`config.mk`:
```
export PLATFORM = sky130hd
export DESIGN_NAME = updi_nvm_page_writer
export DESIGN_NICKNAME = d
export VERILOG_FILES = /design/src/rtl/updi_pkg.sv /design/src/rtl/updi_page_buffer.sv /design/src/rtl/updi_nvm_page_writer.sv
export SDC_FILE = /design/constraint.sdc
export NUM_CORES = 1
export LEC_CHECK = 0
export BUFFER_PORTS_ARGS = -buffer_cell sky130_fd_sc_hd__buf_2
export CAP_MARGIN = 20
export CORE_UTILIZATION = 25
export CTS_CLUSTER_DIAMETER = 150
export DETAILED_ROUTE_END_ITERATION = 8
export GPL_ROUTABILITY_DRIVEN = 1
export PLACE_DENSITY_LB_ADDON = 0.12
export SYNTH_ARGS = -nofsm -noshare
export SYNTH_HDL_FRONTEND = slang
export SYNTH_HIERARCHICAL = 1
export SYNTH_SLANG_ARGS = --single-unit
```
`constraint.sdc`:
```
create_clock -name clk -period 6.8 [get_ports clk]
set_clock_uncertainty 0.15 [all_clocks]
set_input_delay 1.7 -clock clk [delete_from_list [all_inputs] [get_ports clk]]
set_output_delay 1.7 -clock clk [all_outputs]
set_load 0.005 [all_outputs]
```
`src/rtl/updi_pkg.sv`:
```
// updi_pkg: shared UPDI opcodes, pointer/size encodings, NVMCTRL layout and writer error codes
package updi_pkg;
   typedef enum logic [2:0] {
      UPDI_LDS    = 3'd0,
      UPDI_LD     = 3'd1,
      UPDI_STS    = 3'd2,
      UPDI_ST     = 3'd3,
      UPDI_LDCS   = 3'd4,
      UPDI_REPEAT = 3'd5,
      UPDI_STCS   = 3'd6,
      UPDI_KEY    = 3'd7
   } updi_instruction;
   localparam logic [1:0] PTR_DEREF = 2'd0;
   localparam logic [1:0] PTR_INC = 2'd1;
   localparam logic [1:0] PTR_REG = 2'd2;
   localparam logic [1:0] SIZE_BYTE = 2'd0;
   localparam logic [1:0] SIZE_WORD = 2'd1;
   localparam logic [15:0] NVMCTRL_CTRLA = 16'h0000;
   localparam logic [15:0] NVMCTRL_STATUS = 16'h0002;
   localparam logic [7:0] NVM_CMD_ERWP = 8'h03;
   localparam logic [1:0] ERR_NONE = 2'd0;
   localparam logic [1:0] ERR_ACK = 2'd1;
   localparam logic [1:0] ERR_TIMEOUT = 2'd2;
   localparam logic [1:0] ERR_WRERROR = 2'd3;
endpackage

```
`src/rtl/updi_page_buffer.sv`:
```
// updi_page_buffer: page-sized byte store with one write port and a flat little-endian read-out
module updi_page_buffer #(
   parameter int PAGE_SIZE = 64
) (
   input  logic                         clk,
   input  logic                         we,
   input  logic [$clog2(PAGE_SIZE)-1:0] waddr,
   input  logic [7:0]                   wdata,
   output logic [PAGE_SIZE*8-1:0]       rdata
);
   logic [7:0] mem [PAGE_SIZE];
   always_ff @(posedge clk)
      if (we) mem[waddr] <= wdata;
   for (genvar i = 0; i < PAGE_SIZE; i++) begin : g_rd
      assign rdata[8*i +: 8] = mem[i];
   end
endmodule

```
`src/rtl/updi_nvm_page_writer.sv`:
```
// updi_nvm_page_writer: loads one flash page over UPDI, issues ERWP and polls NVMCTRL.STATUS
module updi_nvm_page_writer
   import updi_pkg::*;
#(
   parameter int PAGE_SIZE = 64,
   parameter logic [15:0] NVMCTRL_BASE = 16'h1000,
   parameter int POLL_LIMIT = 1024
) (
   input  logic                         clk,
   input  logic                         rst,
   input  logic                         start,
   input  logic [15:0]                  page_addr,
   input  logic [$clog2(PAGE_SIZE):0]   page_len,
   output logic [$clog2(PAGE_SIZE)-1:0] src_addr,
   input  logic [7:0]                   src_data,
   output logic                         busy,
   output logic                         done,
   output logic                         error,
   output logic [1:0]                   err_code,
   output logic                         instr_converter_en,
   output logic [2:0]                   instruction,
   output logic [1:0]                   instr_ptr,
   output logic [1:0]                   instr_size_a,
   output logic [1:0]                   instr_size_b,
   output logic [PAGE_SIZE*8-1:0]       instr_data,
   output logic [$clog2(PAGE_SIZE):0]   instr_data_len,
   output logic [PAGE_SIZE-1:0]         instr_wait_ack_after,
   output logic                         tx_start,
   output logic                         rx_start,
   output logic [$clog2(PAGE_SIZE)-1:0] rx_n_bytes,
   input  logic                         tx_ready,
   input  logic                         rx_done,
   input  logic                         ack_error,
   input  logic [7:0]                   rx_fifo_data,
   input  logic                         rx_fifo_empty,
   output logic                         rx_fifo_rd_en
);
   localparam int AW = $clog2(PAGE_SIZE);
   localparam int LW = AW + 1;
   localparam int PW = $clog2(POLL_LIMIT + 1);
   localparam logic [15:0] CTRLA_ADDR = NVMCTRL_BASE + NVMCTRL_CTRLA;
   localparam logic [15:0] STATUS_ADDR = NVMCTRL_BASE + NVMCTRL_STATUS;
   typedef enum logic [3:0] {
      IDLE, FETCH, PTR_L, PTR_W, REP_L, REP_W, INC_L, INC_W,
      CMD_L, CMD_W, POLL_L, POLL_W, CHECK, DONE, ERROR
   } state_t;
   state_t state;
   logic [15:0] addr_r;
   logic [LW-1:0] len_r, cnt;
   logic [PW-1:0] poll_cnt;
   logic rx_seen;
   logic [PAGE_SIZE*8-1:0] buf_data;
   logic in_wait;
   logic unused_status;
   assign unused_status = ^rx_fifo_data[7:3];
   assign in_wait = state inside {PTR_W, REP_W, INC_W, CMD_W, POLL_W};
   updi_page_buffer #(.PAGE_SIZE(PAGE_SIZE)) u_buf (
      .clk(clk),
      .we(state == FETCH && cnt != '0),
      .waddr(AW'(cnt - 1'b1)),
      .wdata(src_data),
      .rdata(buf_data)
   );
   always_ff @(posedge clk) begin
      if (rst) begin
         state <= IDLE;
         err_code <= ERR_NONE;
         addr_r <= '0;
         len_r <= '0;
         cnt <= '0;
         poll_cnt <= '0;
         rx_seen <= 1'b0;
      end else begin
         if (in_wait && ack_error) err_code <= ERR_ACK;
         case (state)
            IDLE: if (start) begin
               addr_r <= page_addr;
               len_r <= page_len > LW'(PAGE_SIZE) ? LW'(PAGE_SIZE) : page_len;
               cnt <= '0;
               poll_cnt <= '0;
               err_code <= ERR_NONE;
               state <= page_len == '0 ? DONE : FETCH;
            end
            FETCH: begin
               cnt <= cnt + 1'b1;
               if (cnt == len_r) state <= PTR_L;
            end
            PTR_L: state <= PTR_W;
            PTR_W: state <= ack_error ? ERROR : tx_ready ? REP_L : PTR_W;
            REP_L: state <= REP_W;
            REP_W: state <= ack_error ? ERROR : tx_ready ? INC_L : REP_W;
            INC_L: state <= INC_W;
            INC_W: state <= ack_error ? ERROR : tx_ready ? CMD_L : INC_W;
            CMD_L: state <= CMD_W;
            CMD_W: state <= ack_error ? ERROR : tx_ready ? POLL_L : CMD_W;
            POLL_L: begin
               poll_cnt <= poll_cnt == PW'(POLL_LIMIT) ? poll_cnt : poll_cnt + 1'b1;
               rx_seen <= 1'b0;
               state <= POLL_W;
            end
            POLL_W: if (ack_error) state <= ERROR;
               else if (rx_fifo_rd_en) begin
                  rx_seen <= 1'b0;
                  state <= CHECK;
               end else if (rx_done) rx_seen <= 1'b1;
            // the popped STATUS byte is valid here, one cycle after rd_en
            CHECK: if (rx_fifo_data[2]) begin
                  err_code <= ERR_WRERROR;
                  state <= ERROR;
               end else if (rx_fifo_data[1:0] != 2'b00) begin
                  if (poll_cnt < PW'(POLL_LIMIT)) state <= POLL_L;
                  else begin
                     err_code <= ERR_TIMEOUT;
                     state <= ERROR;
                  end
               end else state <= DONE;
            default: state <= IDLE;
         endcase
      end
   end
   always_comb begin
      busy = state != IDLE;
      done = state == DONE;
      error = state == ERROR;
      src_addr = state == FETCH ? cnt[AW-1:0] : '0;
      tx_start = state inside {PTR_L, REP_L, INC_L, CMD_L, POLL_L};
      instr_converter_en = tx_start;
      rx_start = state == POLL_L;
      rx_fifo_rd_en = state == POLL_W && rx_seen && !rx_fifo_empty;
      instruction = 3'd0;
      instr_ptr = 2'd0;
      instr_size_a = SIZE_BYTE;
      instr_size_b = SIZE_BYTE;
      instr_data = '0;
      instr_data_len = '0;
      instr_wait_ack_after = '0;
      rx_n_bytes = '0;
      case (state)
         PTR_L, PTR_W: begin
            instruction = UPDI_ST;
            instr_ptr = PTR_REG;
            instr_size_b = SIZE_WORD;
            instr_data[15:0] = addr_r;
            instr_data_len = LW'(2);
            instr_wait_ack_after[1] = 1'b1;
         end
         REP_L, REP_W: begin
            instruction = UPDI_REPEAT;
            instr_data[7:0] = 8'(len_r - 1'b1);
            instr_data_len = LW'(1);
         end
         INC_L, INC_W: begin
            instruction = UPDI_ST;
            instr_ptr = PTR_INC;
            instr_data = buf_data;
            instr_data_len = len_r;
            for (int i = 0; i < PAGE_SIZE; i++) instr_wait_ack_after[i] = LW'(i) < len_r;
         end
         CMD_L, CMD_W: begin
            instruction = UPDI_STS;
            instr_size_a = SIZE_WORD;
            instr_data[23:0] = {NVM_CMD_ERWP, CTRLA_ADDR};
            instr_data_len = LW'(3);
            instr_wait_ack_after[2:1] = 2'b11;
         end
         POLL_L, POLL_W: begin
            instruction = UPDI_LDS;
            instr_size_a = SIZE_WORD;
            instr_data[15:0] = STATUS_ADDR;
            instr_data_len = LW'(2);
            rx_n_bytes = AW'(1);
         end
         default: ;
      endcase
   end
endmodule
```
==> flow_summary.yaml <==
setup_path:
  required_ns: 4.95
  path_buf_inv: 3
  cp_slowest_stage_delay_ns: 0.66
  cp-endpoint: "instr_wait_ack_after[38]"
  worstSetupStartpointType: "flop"
  critPathLaunch: "state[3]$_SDFFE_PP0P_"
  path_class: "flop to primary output"
  rr_worst_depth: 4
  slowest_stage: "dfxtp_1"
  cp-end-kind: "primary output"
  cp.arrival_ns: 3.71
  cp.depth: 7
  rr_startpoint: "state[0]$_SDFFE_PP0P_"
  reg2reg_setup_slack_ns: 2.38
  r2r-end: "u_buf/mem[63][7]$_DFFE_PP_"
  cpMostUsedCell: "o21ai_0"
  path_cells: "nand3b_2, inv_2, o21ai_0, inv_1, a21oi_1, o21ai_0, buf_2"
  crit_fanout: 19
  path_delay_family: "compound AO/OA/AOI/OAI gates"
global_routing:
  grt_first_pass_wirelength_um: 122000
  grt-ovfl-total: 0
  grt_pass1_vias: 16600
  antenna_found_initial: 2
  track_usage_pct: 17.7
  grt_max_degree: 298
detailed_routing:
  first_pass_iters: 5
  post_drt_wl_per_cell_um: 23.7
  wl_um: 86400
  final_antenna_net_count: 0
  drc: 0
  vias: 17000
  via_per_inst: 4.66
  first_iter_violations: 1364
die:
  io_pins: 659
  die_x_um: 307
  die_h_um: 307
  core_area_um2: 92100
  fp-row-count: 111
  initial_core_util_pct: 25.3
  dieArea_um2: 94500
power:
  powerDensity_nw_per_um2: 270
  vdd_drop_max_uv: 164
  leakagePower_nw: 13.9
  finalPower_mw: 8.06
sta:
  final.min_clock_period_ns: 5.56
  relSlewSlack_pct: 11.4
  setup-violations-final: 0
  hold_viol: 0
  tightest_slew_ns: 1.33
  slew_viol_final: 0
  rsz0062_at_grt: "no"
  setup_tns_ns: 0
  final.period_utilization_pct: 81.7
  fmax_mhz: 180
placed_design:
  io_buffers: 646
  place_hpwl_um: 55400
  routabilityCongestion: 0.820
  place_inst: 3515
logic_synthesis:
  yosysWarnings: 6
  synth_edf_count: 512
  netlist_area_um2: 23300
  synth-seq-cells: 560
  synth.mux.area_fraction_pct: 0.274
  ys_top_cells_by_count: "edfxtp_1, and3_1, clkbuf_1, nor2_1, a21oi_1"
  synth_flop_cell: "edfxtp_1"
  synth_top_family_by_area: "simple AND/OR/NAND/NOR gates"
  synth_seq_area_share_pct: 70.0
  postSynthAreaPerCell_um2: 13.2
  synthSimpleGateAreaFrac_pct: 20.1
  yosysMostFrequentCell: "edfxtp_1"
  yosysTopAreaCellShare_pct: 65.9
  synthCells: 1774
  synth_compound_area_share_pct: 4.85
  synth_xor_area_share_pct: 0.601
  yosys.area_share.adder_pct: 0.375
  synth.distinct_cells: 77
  async_reset_ff_share_pct: 0
  yosysTopAreaCell: "edfxtp_1"
  synth_area_leaders: "edfxtp_1, and3_1, dfxtp_1, clkbuf_1, a21oi_1"
outcome:
  status: "completed"
cts:
  numCtsBuffers: 69
  hold_buffers: 0
  ctsResizeCount: 0
  clkSinkCount: 560
  cts-htree-levels: 3
  clk_path_buf_depth: 3
  clk_pin_slew_ns: 0.06
  cts_setup_buffers: 0
  worstSkewPairLatency_ns: 0.60
  cts_tree: "yes"
  ctsRootBufferMaster: "clkbuf_16"
final_layout:
  fillers: 9380
  syn2layout_area_growth_pct: 27.8
  nets: 2399
  final_cell_count_no_fill: 3641
  drive_above_1_share_pct: 33.6
  antenna_cells: 0
min_path:
  hold_path.class: "flop to flop"
run:
  cap_viol_max_count: 0
[layout by cell type (no fill, tap or decap), types with 22 or more instances in the layout]
master	Yosys	routed
nor2_1	102	102
buf_2	31	646
o21ai_0	44	44
a21oi_1	85	85
clkbuf_16	0	71
inv_1	22	22
dfxtp_1	48	47
edfxtp_1	512	512
nand2_1	76	76
buf_4	12	28
and3_1	504	504
[cells by family (layout without fill, tap and decap cells)]
family / count (synthesis) / in the layout
buf+inv: 207 / 825
other cells: 1 / 7
simple gates: 795 / 795
compound gates: 182 / 182
flops: 560 / 560
fa+ha+maj: 7 / 7
mux: 6 / 6
xor+xnor: 16 / 16
[where the power goes]
part           switching (mW)  total [mW]  internal (mW)
combinational           0.554       0.721          0.167
clock                    1.44        3.52           2.08
sequential             0.0372        3.82           3.78
[stage by stage]
| stage | area, um^2 | setup WS, ns | util (%) | hold WS (ns) |
|---|---|---|---|---|
| after detailed placement | 27600 | 2.00 | 30.0 | 0.296 |
| final | 29800 | 1.24 | 32.4 | 0.303 |
| after floorplan | 23400 | 3.03 | - | 0.283 |
| after CTS | 29800 | 1.30 | 32.3 | 0.305 |
| after global routing | 29800 | 0.875 | 32.4 | 0.330 |
| after global placement | 27600 | 2.10 | 30.0 | 0.296 |
[tightest hold or removal path, cell delays in order (launching register included)]
cell	delay (ns)
dfxtp_1	0.31
nand2_1	0.05
a21oi_1	0.05
[layer usage]
metal	track usage, %	wire length (um)	vias up
met5	0	0	-
met4	3.71	1380	0
met3	5.49	6590	85
met2	29.1	41100	590
met1	22.7	37300	8536
li1	-	-	7753
[registers in the layout, indices dropped and copies added (netlist names)]
register   count
rx_seen        1
addr_r        16
state          4
err_code       2
u_buf/mem    512
len_r          7
cnt            7
poll_cnt      11
[worst min path at each step]
| stage | startpoint | to | slack, ns | cells after the start |
|---|---|---|---|---|
| after global placement | addr_r[14]$_SDFFE_PP0P_ | addr_r[14]$_SDFFE_PP0P_ | 0.30 | 2 |
| final | addr_r[6]$_SDFFE_PP0P_ | addr_r[6]$_SDFFE_PP0P_ | 0.30 | 2 |
| after floorplan | addr_r[1]$_SDFFE_PP0P_ | addr_r[1]$_SDFFE_PP0P_ | 0.28 | 2 |
| after global routing | addr_r[11]$_SDFFE_PP0P_ | addr_r[11]$_SDFFE_PP0P_ | 0.33 | 2 |
| after detailed placement | addr_r[6]$_SDFFE_PP0P_ | addr_r[6]$_SDFFE_PP0P_ | 0.30 | 2 |
| after CTS | addr_r[6]$_SDFFE_PP0P_ | addr_r[6]$_SDFFE_PP0P_ | 0.30 | 2 |
[layout make-up]
cell class,instances,area (um^2),area share [%]
Clock buffer,82,1840,6.17
Clock inverter,41,317,1.06
Inverter,25,93.8,0.315
Multi-Input combinational cell,1013,6160,20.7
Sequential cell,560,16300,54.8
Tap cell,1243,1560,5.22
Timing Repair Buffer,677,3510,11.8
(Power assumes the default switching activity.)
